**config.mk**
```make
export PLATFORM = sky130hd
export DESIGN_NAME = mem_port_arbiter_flat
export DESIGN_NICKNAME = d
export VERILOG_FILES = /design/src/rtl/mem_port_arbiter_if.sv /design/src/rtl/mem_port_arbiter.sv /design/src/flat_wrapper.sv
export SDC_FILE = /design/constraint.sdc
export NUM_CORES = 1
export LEC_CHECK = 0
export ABC_AREA = 1
export BUFFER_PORTS_ARGS = -buffer_cell sky130_fd_sc_hd__buf_2
export CAP_MARGIN = 10
export CELL_PAD_IN_SITES_DETAIL_PLACEMENT = 0
export CELL_PAD_IN_SITES_GLOBAL_PLACEMENT = 1
export CORE_ASPECT_RATIO = 1.1
export CORE_UTILIZATION = 14
export DETAILED_ROUTE_END_ITERATION = 16
export PLACE_DENSITY_LB_ADDON = 0.1
export SYNTH_ARGS = -nofsm -noshare
export SYNTH_HDL_FRONTEND = slang
export SYNTH_SLANG_ARGS = --single-unit
```
**constraint.sdc**
```tcl
create_clock -name clk -period 0.9 [get_ports clk]
set_input_delay 0.09 -clock clk [delete_from_list [all_inputs] [get_ports clk]]
set_output_delay 0.09 -clock clk [all_outputs]
set_load 0.1 [all_outputs]
```
**src/rtl/mem_port_arbiter_if.sv**
```systemverilog
`default_nettype none
// ============================================================================
// mem_port_arbiter_if
// Fetch, load/store and memory-side signals of the shared data-memory port.
// Revision: 1.0
// ============================================================================
interface mem_port_arbiter_if #(
    parameter int ADDR_W = 32,
    parameter int DATA_W = 32
);
    logic              if_req;
    logic [ADDR_W-1:0] if_addr;
    logic              if_ack;
    logic [DATA_W-1:0] if_rdata;
    logic              if_err;

    logic              ls_req;
    logic              ls_we;
    logic [ADDR_W-1:0] ls_addr;
    logic [DATA_W-1:0] ls_wdata;
    logic              ls_ack;
    logic [DATA_W-1:0] ls_rdata;
    logic              ls_err;

    logic              mem_we;
    logic [ADDR_W-1:0] mem_a;
    logic [DATA_W-1:0] mem_wdata;
    logic [DATA_W-1:0] mem_rdata;

    logic              busy;

    modport slave (
        input  if_req, if_addr,
        output if_ack, if_rdata, if_err,
        input  ls_req, ls_we, ls_addr, ls_wdata,
        output ls_ack, ls_rdata, ls_err,
        output mem_we, mem_a, mem_wdata,
        input  mem_rdata,
        output busy
    );

    modport master (
        output if_req, if_addr,
        input  if_ack, if_rdata, if_err,
        output ls_req, ls_we, ls_addr, ls_wdata,
        input  ls_ack, ls_rdata, ls_err,
        input  mem_we, mem_a, mem_wdata,
        output mem_rdata,
        input  busy
    );
endinterface
`default_nettype wire

```
**src/rtl/mem_port_arbiter.sv**
```systemverilog
`default_nettype none
// ============================================================================
// mem_port_arbiter
// Round-robin arbiter/sequencer sharing one synchronous-read memory between
// instruction fetch and load/store; every access takes IDLE->ISSUE->RESP.
// Revision: 1.0
// ============================================================================
module mem_port_arbiter #(
    parameter int ADDR_W = 32,
    parameter int DATA_W = 32
) (
    input  wire logic        clk,
    input  wire logic        reset,
    mem_port_arbiter_if.slave bus
);

    typedef enum logic [1:0] {
        S_IDLE  = 2'd0,
        S_ISSUE = 2'd1,
        S_RESP  = 2'd2
    } state_t;

    state_t r_state;
    logic   r_owner;        // 0 = fetch, 1 = load/store
    logic   r_last_owner;
    logic   r_err_q;
    logic   r_issue;
    logic   r_mem_we;
    logic   r_if_ack;
    logic   r_ls_ack;
    logic   r_if_err;
    logic   r_ls_err;
    logic   r_if_rd;
    logic   r_ls_rd;

    logic              w_any_req;
    logic              w_ls_win;
    logic [ADDR_W-1:0] w_win_addr;
    logic              w_win_mis;

    // On a tie the port that did not win last time gets the grant.
    assign w_any_req  = bus.if_req | bus.ls_req;
    assign w_ls_win   = bus.ls_req & (~bus.if_req | ~r_last_owner);
    assign w_win_addr = w_ls_win ? bus.ls_addr : bus.if_addr;
    assign w_win_mis  = |w_win_addr[1:0];

    always_ff @(posedge clk or posedge reset) begin
        if (reset) begin
            r_state      <= S_IDLE;
            r_owner      <= 1'b0;
            r_last_owner <= 1'b0;
            r_err_q      <= 1'b0;
            r_issue      <= 1'b0;
            r_mem_we     <= 1'b0;
            r_if_ack     <= 1'b0;
            r_ls_ack     <= 1'b0;
            r_if_err     <= 1'b0;
            r_ls_err     <= 1'b0;
            r_if_rd      <= 1'b0;
            r_ls_rd      <= 1'b0;
        end else begin
            r_issue  <= 1'b0;
            r_mem_we <= 1'b0;
            r_if_ack <= 1'b0;
            r_ls_ack <= 1'b0;
            r_if_err <= 1'b0;
            r_ls_err <= 1'b0;
            r_if_rd  <= 1'b0;
            r_ls_rd  <= 1'b0;
            case (r_state)
                S_IDLE: begin
                    if (w_any_req) begin
                        r_state      <= S_ISSUE;
                        r_owner      <= w_ls_win;
                        r_last_owner <= w_ls_win;
                        r_err_q      <= w_win_mis;
                        r_issue      <= 1'b1;
                        r_mem_we     <= w_ls_win & bus.ls_we & ~w_win_mis;
                    end
                end
                S_ISSUE: begin
                    r_state  <= S_RESP;
                    r_if_ack <= ~r_owner;
                    r_ls_ack <= r_owner;
                    r_if_err <= ~r_owner & r_err_q;
                    r_ls_err <= r_owner & r_err_q;
                    // Read data is only forwarded for aligned loads and fetches.
                    r_if_rd  <= ~r_owner & ~r_err_q;
                    r_ls_rd  <= r_owner & ~bus.ls_we & ~r_err_q;
                end
                S_RESP: begin
                    r_state <= S_IDLE;
                end
                default: begin
                    r_state <= S_IDLE;
                end
            endcase
        end
    end

    assign bus.busy      = (r_state != S_IDLE);
    assign bus.mem_we    = r_mem_we;
    assign bus.mem_a     = r_issue ? (r_owner ? bus.ls_addr : bus.if_addr) : {ADDR_W{1'b0}};
    assign bus.mem_wdata = r_issue ? bus.ls_wdata : {DATA_W{1'b0}};

    assign bus.if_ack    = r_if_ack;
    assign bus.if_err    = r_if_err;
    assign bus.if_rdata  = r_if_rd ? bus.mem_rdata : {DATA_W{1'b0}};
    assign bus.ls_ack    = r_ls_ack;
    assign bus.ls_err    = r_ls_err;
    assign bus.ls_rdata  = r_ls_rd ? bus.mem_rdata : {DATA_W{1'b0}};

endmodule
`default_nettype wire
```
**src/flat_wrapper.sv**
```systemverilog
// flat-port wrapper written by rule: the top's interface ports become plain ports
module mem_port_arbiter_flat 
#(
    parameter int ADDR_W = 32,
    parameter int DATA_W = 32
)
  (clk, reset, bus_if_req, bus_if_addr, bus_if_ack, bus_if_rdata, bus_if_err, bus_ls_req, bus_ls_we, bus_ls_addr, bus_ls_wdata, bus_ls_ack, bus_ls_rdata, bus_ls_err, bus_mem_we, bus_mem_a, bus_mem_wdata, bus_mem_rdata, bus_busy);
  mem_port_arbiter_if #(.ADDR_W(ADDR_W), .DATA_W(DATA_W)) bus_i ();
  input  wire logic clk;
  input  wire logic reset;
  input wire logic [$bits(bus_i.if_req)-1:0] bus_if_req;
  input wire logic [$bits(bus_i.if_addr)-1:0] bus_if_addr;
  output wire logic [$bits(bus_i.if_ack)-1:0] bus_if_ack;
  output wire logic [$bits(bus_i.if_rdata)-1:0] bus_if_rdata;
  output wire logic [$bits(bus_i.if_err)-1:0] bus_if_err;
  input wire logic [$bits(bus_i.ls_req)-1:0] bus_ls_req;
  input wire logic [$bits(bus_i.ls_we)-1:0] bus_ls_we;
  input wire logic [$bits(bus_i.ls_addr)-1:0] bus_ls_addr;
  input wire logic [$bits(bus_i.ls_wdata)-1:0] bus_ls_wdata;
  output wire logic [$bits(bus_i.ls_ack)-1:0] bus_ls_ack;
  output wire logic [$bits(bus_i.ls_rdata)-1:0] bus_ls_rdata;
  output wire logic [$bits(bus_i.ls_err)-1:0] bus_ls_err;
  output wire logic [$bits(bus_i.mem_we)-1:0] bus_mem_we;
  output wire logic [$bits(bus_i.mem_a)-1:0] bus_mem_a;
  output wire logic [$bits(bus_i.mem_wdata)-1:0] bus_mem_wdata;
  input wire logic [$bits(bus_i.mem_rdata)-1:0] bus_mem_rdata;
  output wire logic [$bits(bus_i.busy)-1:0] bus_busy;
  assign bus_i.if_req = bus_if_req;
  assign bus_i.if_addr = bus_if_addr;
  assign bus_if_ack = bus_i.if_ack;
  assign bus_if_rdata = bus_i.if_rdata;
  assign bus_if_err = bus_i.if_err;
  assign bus_i.ls_req = bus_ls_req;
  assign bus_i.ls_we = bus_ls_we;
  assign bus_i.ls_addr = bus_ls_addr;
  assign bus_i.ls_wdata = bus_ls_wdata;
  assign bus_ls_ack = bus_i.ls_ack;
  assign bus_ls_rdata = bus_i.ls_rdata;
  assign bus_ls_err = bus_i.ls_err;
  assign bus_mem_we = bus_i.mem_we;
  assign bus_mem_a = bus_i.mem_a;
  assign bus_mem_wdata = bus_i.mem_wdata;
  assign bus_i.mem_rdata = bus_mem_rdata;
  assign bus_busy = bus_i.busy;
  mem_port_arbiter #(.ADDR_W(ADDR_W), .DATA_W(DATA_W)) u_core (.clk(clk), .reset(reset), .bus(bus_i));
endmodule
```
==> results of run 1 <==
-- layout by cell type, fill, tap and decap left out, drive strengths merged --
cell type and count:
dlygate4sd3 1, dfrtp 12, nand3 4, nor3 3
buf 316, nor2 69, inv 11, clkbuf 8
o21ai 34, nand2 107, clkinvlp 97, a21oi 2
-- stage by stage --
stage | util | TNS (ns) | cell area, um^2 | hold slack [ns] | cells
after floorplan | - | -40.67 | 2751 | -0.04564 | 359
after global placement | 0.5412 | -27.18 | 6485 | 0.1163 | 795
after detailed placement | 0.5412 | -29.01 | 6485 | 0.1226 | 795
after CTS | 0.5926 | -66.76 | 7101 | 0.03396 | 814
after global routing | 0.6163 | -72.86 | 7385 | 0.03337 | 818
final | 0.6163 | -65.57 | 7385 | 0.03324 | 818
-- logic make-up (layout without fill, tap and decap cells) --
family                 Yosys count  in the layout
and+or+nand+nor                183            183
buffers and inverters          128            433
AOI/OAI and AO/OA               36             36
DFF                             12             12
-- area by class of cell --
| type | instances | area, um^2 | share of cell area |
|---|---|---|---|
| inverter | 108 | 769.5 | 0.1042 |
| clock buffer | 4 | 88.84 | 0.01203 |
| sequential | 12 | 311.5 | 0.04219 |
| tap | 154 | 192.7 | 0.02609 |
| multi-input combinational | 219 | 1922 | 0.2603 |
| timing repair buffer | 321 | 4100 | 0.5552 |
-- flip-flops by register name, summed over array words and instances, names as in the netlist --
name and cells:
u_core.bus.if_ack 1, u_core.bus.if_err 1, u_core.bus.ls_ack 1, u_core.bus.ls_err 1, u_core.bus.mem_we 1, u_core.r_err_q 1
u_core.r_if_rd 1, u_core.r_issue 1, u_core.r_ls_rd 1, u_core.r_owner 1, u_core.r_state 2
-- repair_timing --
item                                    in CTS  in global routing
pin swaps                                   11                 12
hold buffers                                 1                  0
gates resized for setup                     89                 57
gates cloned                                 5                  4
endpoints found under the setup margin     140                146
buffers inserted                             9                  3
endpoints found under the hold margin       12                  0
-- cells in the mapped netlist (all sizes together) --
master / number
dfrtp: 12
clkbuf: 3
nand3: 4
buf: 17
inv: 108
o21ai: 34
a21oi: 2
nand2: 107
nor2: 69
nor3: 3
-- worst max-delay path: cells and delay by family, from the launching register on --
family / cells / cell delay [ns]
flops: 1 / 0.42
simple gates: 2 / 0.20
buf+inv: 4 / 0.54
-- report_power, final --
| group | internal [W] | switching (W) | total, W |
|---|---|---|---|
| registers | 0.000751 | 0.000224 | 0.000975 |
| logic | 0.00907 | 0.0156 | 0.0247 |
| clock network | 0.000670 | 0.000229 | 0.000900 |
| total | 0.0105 | 0.0161 | 0.0266 |
-- worst paths after layout --
kind,from,end
setup reg to reg,u_core.r_owner,u_core.bus.mem_we
max in group asynchronous,reset,u_core.bus.mem_we
hold / removal,bus_ls_we,u_core.r_ls_rd
min in group asynchronous,reset,u_core.r_if_rd
hold reg to reg,u_core.r_err_q,u_core.r_if_rd
setup / recovery,u_core.r_owner,bus_mem_a[24]
-- metal layers --
| metal | vias to the layer above | global-route usage | share of wire |
|---|---|---|---|
| li1 | 1613 | - | - |
| met1 | 1516 | 0.1491 | 0.31 |
| met2 | 143 | 0.3261 | 0.59 |
| met3 | 8 | 0.04909 | 0.090 |
| met4 | 0 | 0.04024 | 0.013 |
| met5 | - | 0 | 0 |
==> metrics.txt, run 1 <==
Pleak 3.284 nW; vias per cell 4.010; Post-Synth XOR/XNOR Area 0; Worst-Skew Late Latency 0.24 ns; Max VDD drop 2.539 mV; DP Worst Slack -0.3796 ns; DR vias roughly 3,300; IO Count 267; RSZ-0062 raised after global routing yes; initial antenna violation count 0; final period utilization 1.651; Max-cap violations 0; core area 0.01198 mm^2; Clock Skew 0.005080 ns; total power 0.02656 W; Post-Route WL 10,330 um; synthesis warning total 0; Post-Synth Simple-Gate Area 0.4169; adder-cell share of the synthesized area 0; Layout fillers 993; worst hold path depth 2; first-pass GRT wire length 16,290 um; ANT nets after route 0; Cell Rows 42; Reg2Reg Depth 7; Clock Tree Buf Depth 2; die area 0.01271 mm^2; port bufs 266; Critical Path Slowest Stage Cell dfrtp_2; final worst-path setup slack -0.5857 ns; largest net degree at the start of global routing 18; min Tclk post-route between 1 and 1.5 ns; synth top area cells inv_1 (24%), nand2_1 (23%), dfrtp_1 (17%), nor2_1 (15%), o21ai_0 (8.2%); Crit Path Class reg2out; mux cell area share after synthesis 0; CTS tree done; PD cells between 3000 and 4000 mW/mm^2; R2R Setup Slk -0.25 ns; area growth from synthesis to layout 330.2%; Seq/Total Area, Yosys 0.1749; crit start category flop; GRT Overall Usage 0.1604; CTS buffer count 3; number of hold violations in the final report 0; Yosys top cell area share 0.2362; Slew HR 0.8220; CP arrival 1.40 ns; Fmax achieved 673.1 MHz; combinational family with the most area after synthesis simple AND/OR/NAND/NOR gates; Netlist Area Pre-Place 0.001717 mm^2; Synth area leader inv_1; per-cell routed wire length approximately 13 um; CP Capture Type primary output; DRT Pass-1 Iters 4; worst stage delay on the critical path 0.42 ns; # H-tree levels 1; #FFs+latches synth 12; hpwl dp approximately 8300 um; final setup vio count 142; Worst EP required 0.81 ns; gpl congestion 0.7296; die height 118.1 um; NumNets Final 798; die width 107.6 um; vias in the first global route 3,429; Final Max Slew Viols 0; Worst-path clk slew 0.05 ns; failing checks negative setup slack; Compound-Gate Fraction of Synth Area 0.1050; worst path cell trace inv_2 > buf_4 > clkbuf_16 > nor2_2 > nor2_4 > buf_12; Antenna Cells 0; share of cells above drive strength 1 0.9096; type of the worst min-delay path in2reg; Post-Synthesis Cells 359; gr ovfl total 0; DR iter-0 viols 61; Starting Density 0.1433; Remaining DRCs 0; post-synth net total approximately 490; clock root buffer clkbuf_16; Tightest Pin Transition 0.2664 ns; Yosys cell types 17; Syn Area/Cell 4.782 um^2; CP max FO 7; status finished, violations left; CTS Sinks 12
No activity file was read; power rests on OpenSTA's default activity.
==> run 2: changes to the inputs <==
--- a/config.mk
+++ b/config.mk
@@ -14,6 +14,7 @@
 export CORE_UTILIZATION = 14
 export DETAILED_ROUTE_END_ITERATION = 16
 export PLACE_DENSITY_LB_ADDON = 0.1
+export RECOVER_POWER = 25
 export SYNTH_ARGS = -nofsm -noshare
 export SYNTH_HDL_FRONTEND = slang
 export SYNTH_SLANG_ARGS = --single-unit
==> metrics.txt, run 2 (same netlist as run 1, synthesis figures left out) <==
status finished, violations left; failing checks negative setup slack; number of hold violations in the final report 0 (unchanged); clock root buffer clkbuf_16; # H-tree levels 1 (unchanged); Antenna Cells 0 (unchanged); Clock Tree Buf Depth 2 (unchanged); Switching Fraction 0.6051 (about the same); Clock Skew 0.005080 ns (+0.00000003000 ns); per-cell routed wire length 12.63 um (about the same); die height 118.1 um (unchanged); largest net degree at the start of global routing 18 (unchanged); Worst-path clk slew 0.05 ns (about the same); DRT Pass-1 Iters 4 (unchanged); Post-Route WL 10,330 um (about the same); Pleak 3.281 nW (about the same); CTS tree done; final worst-path setup slack -0.5857 ns (unchanged); delay-heaviest family, CP buffers and inverters; min Tclk post-route 1.486 ns (unchanged); CP max FO 7 (unchanged); Hold Crit Start bus_ls_we; CTS Sinks 12 (unchanged); DR vias 3,280 (unchanged); Multi-input gate area 0.001922 mm^2 (unchanged); gr ovfl total 0 (unchanged); CP Capture Type primary output; Remaining DRCs 0 (unchanged); register bank with the most flops u_core.r_state; total power 0.02656 W (about the same); Max-cap violations 0 (unchanged); ANT nets after route 0 (unchanged); type of the worst min-delay path in2reg; most common cell after layout, fill and taps aside buf_12; Critical Path Slowest Stage Cell dfrtp_2; crit start category flop; placed instance count 795 (unchanged); die area 0.01271 mm^2 (unchanged); most frequent cells in the layout buf_12 (145), buf_2 (131), clkinvlp_4 (97), nand2_4 (82), nor2_4 (33); Worst EP required 0.81 ns (about the same); vias in the first global route 3,429 (unchanged); Logic pwr share 0.929 (about the same); Slew HR 0.8223 (about the same); PD cells 3598 mW/mm^2 (about the same); share of cells above drive strength 1 0.9081 (-0.001506); Clk network pwr share 0.034 (about the same); Layout fillers 994 (+0.10%); gpl congestion 0.7296 (unchanged); RSZ-0062 raised after global routing yes; CTS buffer count 3 (unchanged); Starting Density 0.1433 (unchanged); Final Max Slew Viols 0 (unchanged); net load switching power 0.01607 W (about the same); DP Worst Slack -0.3796 ns (unchanged); hpwl dp 8293 um (unchanged); R2R Path Start u_core.r_owner; final setup vio count 142 (unchanged); Fmax achieved 673.1 MHz (unchanged); core area 0.01198 mm^2 (unchanged); Worst-Skew Late Latency 0.24 ns (about the same); Power Internal 0.01049 W (about the same); Cell Rows 42 (unchanged); Crit Path Class reg2out; worst stage delay on the critical path 0.42 ns (about the same); die width 107.6 um (unchanged); first-pass GRT wire length 16,290 um (unchanged); final period utilization 1.651 (unchanged); Largest register FFs 2 (unchanged); Sequential cell area 311.5 um^2 (unchanged); vias per cell 4.010 (unchanged); Critical path origin u_core.r_owner; Max VDD drop 2.539 mV (about the same); Tightest Pin Transition 0.2659 ns (-0.0004678 ns); Seq pwr share 0.037 (about the same); initial antenna violation count 0 (unchanged); worst path cell trace inv_2 > buf_4 > clkbuf_16 > nor2_2 > nor2_4 > buf_12; port bufs 266 (unchanged); DR iter-0 viols 63 (+3.3%); NumNets Final 798 (unchanged); GRT Overall Usage 0.1604 (unchanged); area growth from synthesis to layout 330.1% (about the same); Final Non-Filler Cells 818 (unchanged); CP arrival 1.40 ns (about the same); IO Count 267 (unchanged); crit path buf inv count 4 (unchanged)
run 2: final timing paths:
check | to | slack, ns | depth (start not counted)
setup / recovery | bus_mem_a[24] | -0.59 | 6
hold / removal | u_core.r_ls_rd | 0.03 | 2
setup reg to reg | u_core.bus.mem_we | -0.25 | 7
hold reg to reg | u_core.r_if_rd | 0.50 | 1
max in group asynchronous | u_core.bus.mem_we | 0.34 | 3
min in group asynchronous | u_core.r_if_rd | 0.35 | 3
run 2: area by class of cell:
type | instances | area share
repair buffers | 321 | 0.5552
multi-input cells | 219 | 0.2603
inverters | 108 | 0.1042
flip-flops and latches | 12 | 0.04220
well taps | 154 | 0.02610
clock buffers | 4 | 0.01203
run 2: repair_timing:
item / 4_1_cts / 5_1_grt
hold buffers: 1 / 0
endpoints found under the hold margin: 12 / 0
buffers inserted: 9 / 3
pin swaps: 11 / 12
gates cloned: 5 / 4
endpoints found under the setup margin: 140 / 146
resized for setup: 89 / 57
run 2: power groups by stage:
stage               combinational (W)  sequential, W  clock, W
detailed placement             0.0228       0.000928         0
CTS                            0.0241       0.000948  0.000927
floorplan                      0.0142        0.00131         0
global placement               0.0227       0.000922         0
global route                   0.0255        0.00101  0.000951
finish                         0.0247       0.000975  0.000900
run 2: per-stage QoR:
step | utilization | hold slack (ns) | setup TNS, ns | instance area [um^2]
floorplan | - | -0.04564 | -40.67 | 2751
global placement | 0.5412 | 0.1163 | -27.18 | 6485
detailed placement | 0.5412 | 0.1226 | -29.01 | 6485
CTS | 0.5926 | 0.03396 | -66.76 | 7101
global route | 0.6162 | 0.03337 | -72.86 | 7383
finish | 0.6162 | 0.03325 | -65.57 | 7383
run 2: layer usage:
metal | vias up | GRT usage | share of wire | wire, um
met3 | 8 | 0.04909 | 0.090 | 926
met2 | 143 | 0.3261 | 0.59 | 6094
met4 | 0 | 0.04024 | 0.013 | 132
met1 | 1516 | 0.1491 | 0.31 | 3175
li1 | 1613 | - | - | -
met5 | - | 0 | 0 | 0
